--- config.mk ---
export PLATFORM = sky130hd
export DESIGN_NAME = updown_counter_p
export DESIGN_NICKNAME = d
export VERILOG_FILES = /design/src/rtl/updown_counter_p.sv
export SDC_FILE = /design/constraint.sdc
export NUM_CORES = 1
export LEC_CHECK = 0
export CAP_MARGIN = 20
export CORE_MARGIN = 4
export CORE_UTILIZATION = 45
export CTS_CLUSTER_SIZE = 14
export DETAILED_ROUTE_END_ITERATION = 7
export DONT_BUFFER_PORTS = 1
export GPL_TIMING_DRIVEN = 1
export PLACE_DENSITY_LB_ADDON = 0.05
export SYNTH_ARGS = -nofsm -noshare
export SYNTH_HDL_FRONTEND = slang
export SYNTH_SLANG_ARGS = --single-unit
--- constraint.sdc ---
create_clock -name clk -period 3.1 [get_ports clk]
set_input_delay 0.31 -clock clk [delete_from_list [all_inputs] [get_ports clk]]
set_output_delay 0.31 -clock clk [all_outputs]
set_load 0.1 [all_outputs]
--- src/rtl/updown_counter_p.sv ---
`default_nettype none
// ============================================================================
// Module   : updown_counter_p
// Purpose  : Parametrised registered up/down counter with a programmable
//            step, a parallel load, wrap or saturate behaviour at the range
//            bounds, and pulsed plus sticky overflow/underflow flags.
//            The count range is 0..MAX_VAL. In wrap mode the counter wraps
//            modulo MAX_VAL+1.
// Ports    : clk           rising-edge clock
//            rst           synchronous reset, active-high, overrides all
//            i_en          count enable (gates up/down only, not load)
//            i_up          count up by step (wins over i_down)
//            i_down        count down by step
//            i_load        parallel load of i_load_val (clamped to MAX_VAL)
//            i_load_val    value to load
//            i_step        step magnitude (clamped to MAX_VAL)
//            i_sat_mode    1 = saturate at bounds, 0 = wrap
//            i_clr_flags   clear sticky flags (a same-edge set wins)
//            o_count       registered count
//            o_ovf/o_unf   one-cycle pulses on an up/down bound crossing
//            o_ovf_sticky  latched o_ovf
//            o_unf_sticky  latched o_unf
//            o_at_max      count == MAX_VAL
//            o_at_zero     count == 0
// Revision : 1.0 - initial release
// ============================================================================
module updown_counter_p #(
  parameter int WIDTH     = 4,
  parameter int MAX_VAL   = 2**WIDTH - 1,
  parameter int RESET_VAL = 0
) (
  input  logic             clk,
  input  logic             rst,
  input  logic             i_en,
  input  logic             i_up,
  input  logic             i_down,
  input  logic             i_load,
  input  logic [WIDTH-1:0] i_load_val,
  input  logic [WIDTH-1:0] i_step,
  input  logic             i_sat_mode,
  input  logic             i_clr_flags,
  output logic [WIDTH-1:0] o_count,
  output logic             o_ovf,
  output logic             o_unf,
  output logic             o_ovf_sticky,
  output logic             o_unf_sticky,
  output logic             o_at_max,
  output logic             o_at_zero
);

  localparam logic [WIDTH-1:0] c_MAX     = WIDTH'(MAX_VAL);
  localparam logic [WIDTH-1:0] c_RESET   = WIDTH'(RESET_VAL);
  // One extra bit so that count+step and the modulus never truncate.
  localparam logic [WIDTH:0]   c_MAX_EXT = (WIDTH+1)'(MAX_VAL);
  localparam logic [WIDTH:0]   c_MOD     = (WIDTH+1)'(MAX_VAL + 1);

  logic [WIDTH-1:0] r_count;
  logic             r_ovf;
  logic             r_unf;
  logic             r_ovf_sticky;
  logic             r_unf_sticky;

  logic [WIDTH-1:0] w_step;
  logic [WIDTH-1:0] w_load_val;
  logic [WIDTH:0]   w_sum;
  logic [WIDTH-1:0] w_count_nxt;
  logic             w_ovf_nxt;
  logic             w_unf_nxt;

  assign w_step     = (i_step > c_MAX) ? c_MAX : i_step;
  assign w_load_val = (i_load_val > c_MAX) ? c_MAX : i_load_val;
  assign w_sum      = {1'b0, r_count} + {1'b0, w_step};

  always_comb begin
    w_count_nxt = r_count;
    w_ovf_nxt   = 1'b0;
    w_unf_nxt   = 1'b0;
    if (i_load) begin
      w_count_nxt = w_load_val;
    end else if (i_en && i_up) begin
      if (w_sum > c_MAX_EXT) begin
        if (i_sat_mode) begin
          w_count_nxt = c_MAX;
          // Holding at the top must not re-fire the pulse.
          w_ovf_nxt   = (r_count != c_MAX);
        end else begin
          w_count_nxt = WIDTH'(w_sum - c_MOD);
          w_ovf_nxt   = 1'b1;
        end
      end else begin
        w_count_nxt = w_sum[WIDTH-1:0];
      end
    end else if (i_en && i_down) begin
      if (w_step > r_count) begin
        if (i_sat_mode) begin
          w_count_nxt = '0;
          w_unf_nxt   = (r_count != '0);
        end else begin
          // count + modulus - step is always below the modulus here.
          w_count_nxt = WIDTH'({1'b0, r_count} + c_MOD - {1'b0, w_step});
          w_unf_nxt   = 1'b1;
        end
      end else begin
        w_count_nxt = r_count - w_step;
      end
    end
  end

  always_ff @(posedge clk) begin
    if (rst) begin
      r_count      <= c_RESET;
      r_ovf        <= 1'b0;
      r_unf        <= 1'b0;
      r_ovf_sticky <= 1'b0;
      r_unf_sticky <= 1'b0;
    end else begin
      r_count      <= w_count_nxt;
      r_ovf        <= w_ovf_nxt;
      r_unf        <= w_unf_nxt;
      // A new event on the same edge as a clear keeps the flag set.
      r_ovf_sticky <= w_ovf_nxt | (r_ovf_sticky & ~i_clr_flags);
      r_unf_sticky <= w_unf_nxt | (r_unf_sticky & ~i_clr_flags);
    end
  end

  assign o_count      = r_count;
  assign o_ovf        = r_ovf;
  assign o_unf        = r_unf;
  assign o_ovf_sticky = r_ovf_sticky;
  assign o_unf_sticky = r_unf_sticky;
  assign o_at_max     = (r_count == c_MAX);
  assign o_at_zero    = (r_count == '0);

endmodule
`default_nettype wire

**Yosys cells after proc, flatten, opt, wreduce, memory -nomap -nowiden**

Index checks and enable logic that the tools add are counted.

- Output and inout port bits: 10
- Memories kept: 0
- ROM bits: 0
- Input bits: 16
- Latch bits: 0
- Word-level logic and storage cells: 44
- Bits in writable memories: 0
- Register bits after elaboration: 8

- Multipliers: 0
- Mux-type cells: 18
- Equal/unequal tests: 2
- Reduce and logical (&&, ||, !) cells: 5
- Shifts and indexed selects: 0
- Div/mod/pow operators: 0
- Bitwise gates (word level): 5
- $lt $le $gt $ge: 4
- $add $sub $neg: 5

Operators with widths:

| kind | number |
|---|---|
| $mux W4 | 9 |
| $mux W1 | 9 |
| $gt A4 B4 Y1 const B | 2 |
| $sub A4 B4 Y4 | 2 |
| $add A4 B4 Y5 | 1 |
| $gt A5 B4 Y1 const B | 1 |
| $add A4 B1 Y4 const B | 1 |
| $eq A4 B4 Y1 const B | 1 |
| $gt A4 B4 Y1 | 1 |
| $logic_not A4 Y1 | 1 |
| $ne A4 B4 Y1 const B | 1 |
| $reduce_bool A4 Y1 | 1 |
| $sub A4 B1 Y4 const B | 1 |
| $reduce_bool A3 Y1 | 1 |
| $and A1 B1 Y1 | 2 |
| $logic_and A1 B1 Y1 | 2 |
| $or A1 B1 Y1 | 2 |
| $not A1 Y1 | 1 |

**Logic depth before layout (Yosys ltp)**

Gate-level depths: netlist (run 1).

- Depth after elaboration: 8
- Depth in mapped cells: 8
- Gate-level depth less buffers: 8

**Worst setup path after synthesis (run 1)**

No wires, ideal clock.

- Kind: reg2reg
- Start: reg r_count[2] (netlist: o_count[2])
- End: reg r_unf_sticky (netlist: o_unf_sticky)
- Path slack: -1.328 ns
- Library setup time: 0.115 ns
- Clock period less this slack: 4.428 ns
- Cell stages (with the launch flop): 5
- Arrival: 4.312 ns
- Buffers on the path: 0
- Required time: 2.985 ns
- Cell sequence: dfxtp_1 nor4_1 nand2_1 and3_1 a21o_1

- Longest elaborated chain between the ends: 7
- Elaborated cells on any way between the ends: 8
- Those cells by class: order compare: 1; mux: 5; bitwise: 1; reduce/logical: 1

Ends and longest elaborated chain:

| element | RTL line | RTL |
|---|---|---|
| start, declared | 57 | `logic [WIDTH-1:0] r_count;` |
| start signal, assigned | 111 | `r_count <= c_RESET;` |
| start signal, assigned | 117 | `r_count <= w_count_nxt;` |
| branches (longest 2 deep; another with $gt A4 B4 Y1) | n/a |  |
| $mux W1 * | 94 | `if (w_step > r_count) begin` |
| $mux W1 * | 93 | `end else if (i_en && i_down) begin` |
| $mux W1 * | 80 | `end else if (i_en && i_up) begin` |
| $mux W1 * | 78 | `if (i_load) begin` |
| $or A1 B1 Y1 * | 122 | `r_unf_sticky <= w_unf_nxt \| (r_unf_sticky & ~i_clr_flags);` |
| end signal, assigned | 122 |  |
| end, declared | 61 | `logic r_unf_sticky;` |

Every way passes the cells marked *.
A chain may end at the register's enable or synchronous reset.

**Worst setup path after layout (run 1)**

- Start: reg r_count[1] (netlist: o_count[1])
- End: out o_at_max

- Longest elaborated chain between the ends: 1

Ends and longest elaborated chain:

| element | RTL line | RTL |
|---|---|---|
| $eq A4 B4 Y1 | 131 | `assign o_at_max = (r_count == c_MAX);` |
| end, declared | 47 | `output logic o_at_max,` |

No other way between the ends.

==> results of run 1 <==
-- cells in the mapped netlist (all sizes together), types with 2 or more instances --
library cell  count
a211o             3
a21oi             7
nand2             6
nor2b             4
o21ai             2
fa                2
dfxtp             8
nor3b             3
buf               3
nand2b            3
and3              2
nand3             4
nor4              2
o311a             2
a21o              5
ha                8
inv               8
-- how the worst min path moves through the flow --
stage / end / slack, ns
after global routing: o_count[3] / 0.21
after detailed placement: o_count[3] / 0.47
after floorplan: o_count[3] / 0.46
after CTS: o_count[3] / 0.20
after global placement: o_count[3] / 0.47
final: o_count[3] / 0.21
-- report_power, final --
part	switching, mW	internal (mW)	total [mW]
clock network	0.0391	0.0446	0.0837
registers	0.0118	0.109	0.121
logic	0.117	0.0544	0.171
total	0.168	0.208	0.376
-- final cells by class --
class | count | area, sq um | share of cell area
well taps | 25 | 31.3 | 0.0355
repair buffers | 6 | 45.0 | 0.0511
clock buffers | 3 | 22.5 | 0.0256
inverters | 8 | 30.0 | 0.0341
multi-input cells | 72 | 592 | 0.672
flip-flops and latches | 8 | 160 | 0.182
-- registers in the layout (all words and copies together) (netlist names) --
register	flops
o_count	4
o_ovf	1
o_ovf_sticky	1
o_unf	1
o_unf_sticky	1
-- cell families (layout without fill, tap and decap cells) --
family                     count (synthesis)  in the layout
and+or+nand+nor                           34             34
DFF                                        8              8
AOI/OAI and AO/OA                         27             27
buffers and inverters                     12             17
xor gates and xnor gates                   1              1
adders and majority gates                 10             10
-- metal layers --
metal  global-route usage  wire length [um]
met1                0.204               853
met2                0.270               950
met3               0.0534               191
met4               0.0876                36
met5                    0                 0
-- metrics by stage --
stage          area [sq um]   util  total power [mW]
4_1_cts                 881  0.516             0.379
5_1_grt                 881  0.516             0.399
3_3_place_gp            858  0.503             0.293
6_report                881  0.516             0.376
2_1_floorplan           818      -             0.271
3_5_place_dp            858  0.503             0.295
==> reports/metrics.csv, run 1 <==
stage,metric,value,unit
route,ant_nets,0,
setup_path,path_depth,3,
pwr,power_density,427,nW/um^2
cts,clockBufferDepth,2,
cts,cts_hold_buf,0,
sta,slew_headroom,0.360,
setup_path,cp_max_fo,5,
die,start_util,0.470,
place,place_inst,119,
sta,fin_skew,0.00217,ns
die,die_h,50.3,um
cts,cts-root-buf,clkbuf_4,
route,drt_iter0_drc,17,
setup_path,crit_type,register to primary output,
global_routing,grt_overflow_total,0,
layout,final_cell_mix,"inv_1, ha_1, dfxtp_1",
die,die_area,2530,sq um
synth,synth_cell_types,42,
layout,drive_gt1_frac,0.155,
setup_path,path_cells,buf_4 -> and4_1 -> buf_4,
sta,fin_ws,1.12,ns
setup_path,cp_common_cell,buf_4,
min_path,hp-class,input pin to register,
global_routing,grtUsageTotal,0.170,
sta,rsz0062_at_grt,false,
sta,slew_violations,0,
route,drt-pass1-iter-count,4,
setup_path,cp_slowest_cell,dfxtp_1,
die,die_x,50.3,um
route,drcViolationCount,0,
synth,ys_seq_elements,8,
route,via_per_inst,5.98,
pwr,p_leak,0.434,nW
run_status,status,completed,
setup_path,required,2.79,ns
synth,synth_top_flop_cell,dfxtp_1,
synth,async_flop_share,0,
synth,synth_nets,118,
global_routing,grt_pass1_vias,709,
setup_path,cp.arrival,1.67,ns
layout,instances_no_fill,122,
cts,cts_sinks,8,
synth,synth.top_cell.area_share,0.199,
place,pre_cts_slack,1.14,ns
synth,synth-xor-area-share,0.0109,
die,fp-row-count,15,
setup_path,cp_slowest_stage_delay,0.46,ns
setup_path,worstReg2RegEnd,o_count[1],
min_path,min_from,i_load,
sta,period_share,0.638,
synth,avgSynthCellArea,8.73,sq um
synth,synthCells,92,
min_path,min_path_cells,2,
synth,synth_compound_area_frac,0.259,
cts,path_clk_slew,0.06,ns
setup_path,reg2reg_from,o_count[0],
cts,cts_resized,0,
sta,hold_slack,0.205,ns
layout,diodes,0,
synth,muxShareOfSynthArea,0,
setup_path,path_delay_family,buffers and inverters,
job,drv_cap,0,
synth,yosysWarnings,0,
global_routing,grt_pass1_wl,3.19,mm
sta,period_needed,1.98,ns
route,detail_route.wl_per_cell,16.7,um
sta,setup_tns,0,ns
sta,tightest_slew,0.959,ns
cts,h-tree-depth,1,
setup_path,critPathLaunchType,register,
place,numPortBuffers,0,
sta,fmax,506,MHz
synth,synth_fa_ha_area_frac,0.174,
synth,synth_top_cell_by_area,dfxtp_1,
place,hpwl,1.67,mm
layout,area_growth,9.66,%
die,core,1710,sq um
setup_path,end_kind,primary output,
synth,yosysSeqAreaShare,0.199,
setup_path,critPathLaunch,o_count[1],
cts,cts_setup_buffers,0,
synth,syn_area,803,sq um
layout,finalNetCount,125,
global_routing,grt_max_degree,12,
route,wl,2.03,mm
place,gp_congestion,0.824,
synth,synth_area_leaders,"dfxtp_1, ha_1, fa_1, a21oi_1, inv_1",
layout,n_fill_cell,170,
die,ioPinCount,26,
global_routing,antenna_found_initial,0,
setup_path,worst-path-buf-inv,2,
setup_path,ff2ff_path_depth,6,
route,num_vias,730,
cts,numCtsBuffers,3,
pwr,vdd_drop_max,0.221,mV
sta,setup_viol,0,
setup_path,critPathCapture,o_at_max,
synth,synthSimpleGateAreaFrac,0.274,
synth,synth_top_family_by_area,simple AND/OR/NAND/NOR gates,
cts,clk_latency,0.25,ns
setup_path,r2r_slack,1.13,ns
sta,hold_violations,0,
cts,cts_tree,built,
synth,synth-edff-count,0,
Note: power is estimated with default switching activity, not from simulation.
==> run 2, diff against run 1 <==
==> constraint.sdc (replaced) <==
create_clock -name clk -period 1.83 [get_ports clk]
set_input_delay 0.183 -clock clk [delete_from_list [all_inputs] [get_ports clk]]
set_output_delay 0.183 -clock clk [all_outputs]
set_load 0.1 [all_outputs]
==> run 2 against run 1 <==
Net effect: core utilization rose by 9.2 points; die area is the same; design area is 18% higher; combinational power increased by 100%; sequential share of layout area down 1.5 points; clock-buffer cell count grew 1; critical endpoint is now o_count[1]; register-to-register slack got worse by 1.1 ns; highest routed layer unchanged; via count rose by 8.4%; clock skew rose by 0.0036 ns; critical path depth increased by 5.
==> reports/metrics.csv, run 2 (same netlist as run 1, synthesis figures left out) <==
stage,metric,value,unit,change
run_status,status,completed,,
cts,cts_tree,built,,
sta,slew_headroom,0.671,,+0.311
layout,multiInputGateArea,657,sq um,+11%
setup_path,path_cells,inv_2 -> ha_4 -> inv_1 -> fa_2 -> a21o_2 -> a21oi_2 -> nor2b_1 -> a221o_1,,
job,drv_cap,0,,unchanged
place,hpwl,1.70,mm,+1.7%
place,numPortBuffers,0,,unchanged
sta,setup_viol,0,,unchanged
cts,clockBufferDepth,2,,unchanged
pwr,total_power,691,uW,+84%
sta,fin_skew,0.00573,ns,+0.00356 ns
sta,period_share,0.993,,
layout,drive_gt1_frac,0.389,,+0.234
cts,cts_hold_buf,0,,unchanged
setup_path,worst-path-buf-inv,2,,unchanged
layout,utilization,0.607,,+0.0916
cts,clk_latency,0.26,ns,about the same
sta,fin_ws,0.0131,ns,-1.11 ns
route,detail_route.wl_per_cell,15.7,um,-5.5%
setup_path,cp_slowest_stage_delay,0.36,ns,-0.10 ns
die,die_x,50.3,um,unchanged
global_routing,antenna_found_initial,0,,unchanged
route,wl,2.09,mm,+3.0%
route,num_vias,791,,+8.4%
sta,fmax,550,MHz,
layout,register_area,173,sq um,+7.8%
setup_path,required,1.98,ns,-0.81 ns
place,place_inst,127,,+6.7%
layout,instances_no_fill,133,,+9.0%
die,die_area,2530,sq um,unchanged
sta,hold_violations,0,,unchanged
route,via_per_inst,5.95,,-0.61%
die,ioPinCount,26,,unchanged
layout,finalInstanceArea,1040,sq um,+18%
layout,final_cell_mix,"buf_4, inv_1, nand2_1",,
route,drt_iter0_drc,8,,-9
setup_path,cp_slowest_cell,dfxtp_4,,
global_routing,grt_max_degree,12,,unchanged
layout,area_growth,29.1,%,
setup_path,path_delay_family,compound AO/OA/AOI/OAI gates,,
global_routing,grt_pass1_vias,770,,+8.6%
setup_path,cp.arrival,1.96,ns,+0.29 ns
layout,n_fill_cell,165,,-2.9%
setup_path,critPathLaunchType,register,,
setup_path,crit_type,register to register,,
die,die_h,50.3,um,unchanged
setup_path,end_kind,register,,
sta,period_needed,1.82,ns,
place,gp_congestion,0.829,,+0.63%
cts,path_clk_slew,0.06,ns,about the same
global_routing,grt_overflow_total,0,,unchanged
pwr,power_density,666,nW/um^2,+56%
global_routing,grtUsageTotal,0.176,,+0.00602
sta,slew_violations,0,,unchanged
die,start_util,0.470,,unchanged
setup_path,cp_max_fo,4,,-1
place,pre_cts_slack,-0.0772,ns,-1.21 ns
layout,largest_reg_flops,4,,unchanged
sta,setup_tns,0,ns,unchanged
cts,cts_sinks,8,,unchanged
die,fp-row-count,15,,unchanged
pwr,p_leak,0.489,nW,+13%
sta,tightest_slew,0.487,ns,-0.471 ns
route,drt-pass1-iter-count,4,,unchanged
layout,layout_commonest_cell,buf_4,,
cts,h-tree-depth,1,,unchanged
layout,diodes,0,,unchanged
min_path,hp-class,input pin to register,,
sta,rsz0062_at_grt,true,,
cts,numCtsBuffers,3,,unchanged
layout,finalNetCount,135,,+8.0%
place,dpl_cell_area,945,sq um,+10%
pwr,vdd_drop_max,0.250,mV,+13%
route,ant_nets,0,,unchanged
route,drcViolationCount,0,,unchanged
sta,hold_slack,0.103,ns,-0.102 ns
die,core,1710,sq um,unchanged
global_routing,grt_pass1_wl,3.39,mm,+6.3%
cts,cts-root-buf,clkbuf_4,,
run 2: cell type report:
cell class	instances	area share
well taps	25	0.0302
inverters	8	0.0290
multi-input cells	72	0.633
clock buffers	4	0.0253
flip-flops and latches	8	0.166
repair buffers	16	0.116
run 2: final timing paths:
kind | startpoint | end | slack [ns] | depth (start not counted)
setup / recovery | o_count[0] | o_count[1] | 0.01 | 8
hold / removal | i_load | o_count[3] | 0.10 | 2
setup reg to reg | o_count[0] | o_count[1] | 0.01 | 8
hold reg to reg | o_unf_sticky | o_unf_sticky | 0.45 | 1
run 2: worst reg2reg max path, stage by stage (launching register included):
cell and delay, ns:
dfxtp_4 0.36, inv_2 0.07, ha_4 0.13, inv_1 0.05, fa_2 0.36, a21o_2 0.22
a21oi_2 0.15, nor2b_1 0.08, a221o_1 0.29
run 2: layer usage:
metal / up-vias / track usage / wire length [um]
met2: 38 / 0.296 / 950
met3: 7 / 0.0475 / 182
li1: 376 / - / -
met1: 370 / 0.211 / 912
met5: - / 0 / 0
met4: 0 / 0.0691 / 48
run 2: what timing repair did:
action | in CTS | in global routing
setup endpoints to repair | 5 | 6
setup buffers | 0 | 2
pin swaps | 3 | 9
cloned | 0 | 0
gates resized for setup | 6 | 7
run 2: report_power, final:
group	internal (mW)	switching [mW]	total [mW]	leakage (nW)
combinational	0.123	0.221	0.345	0.406
clock	0.0837	0.0649	0.149	0.0150
sequential	0.186	0.0116	0.197	0.0677
total	0.393	0.298	0.691	0.489
==> run 3, diff against run 2 <==
--- a/config.mk
+++ b/config.mk
@@ -12,6 +12,7 @@
 export DETAILED_ROUTE_END_ITERATION = 7
 export DONT_BUFFER_PORTS = 1
 export GPL_TIMING_DRIVEN = 1
+export HOLD_SLACK_MARGIN = 0.05
 export PLACE_DENSITY_LB_ADDON = 0.05
 export SYNTH_ARGS = -nofsm -noshare
 export SYNTH_HDL_FRONTEND = slang
==> results of run 3 <==
No change in the layout: final DEF, timing and power equal those of run 2.
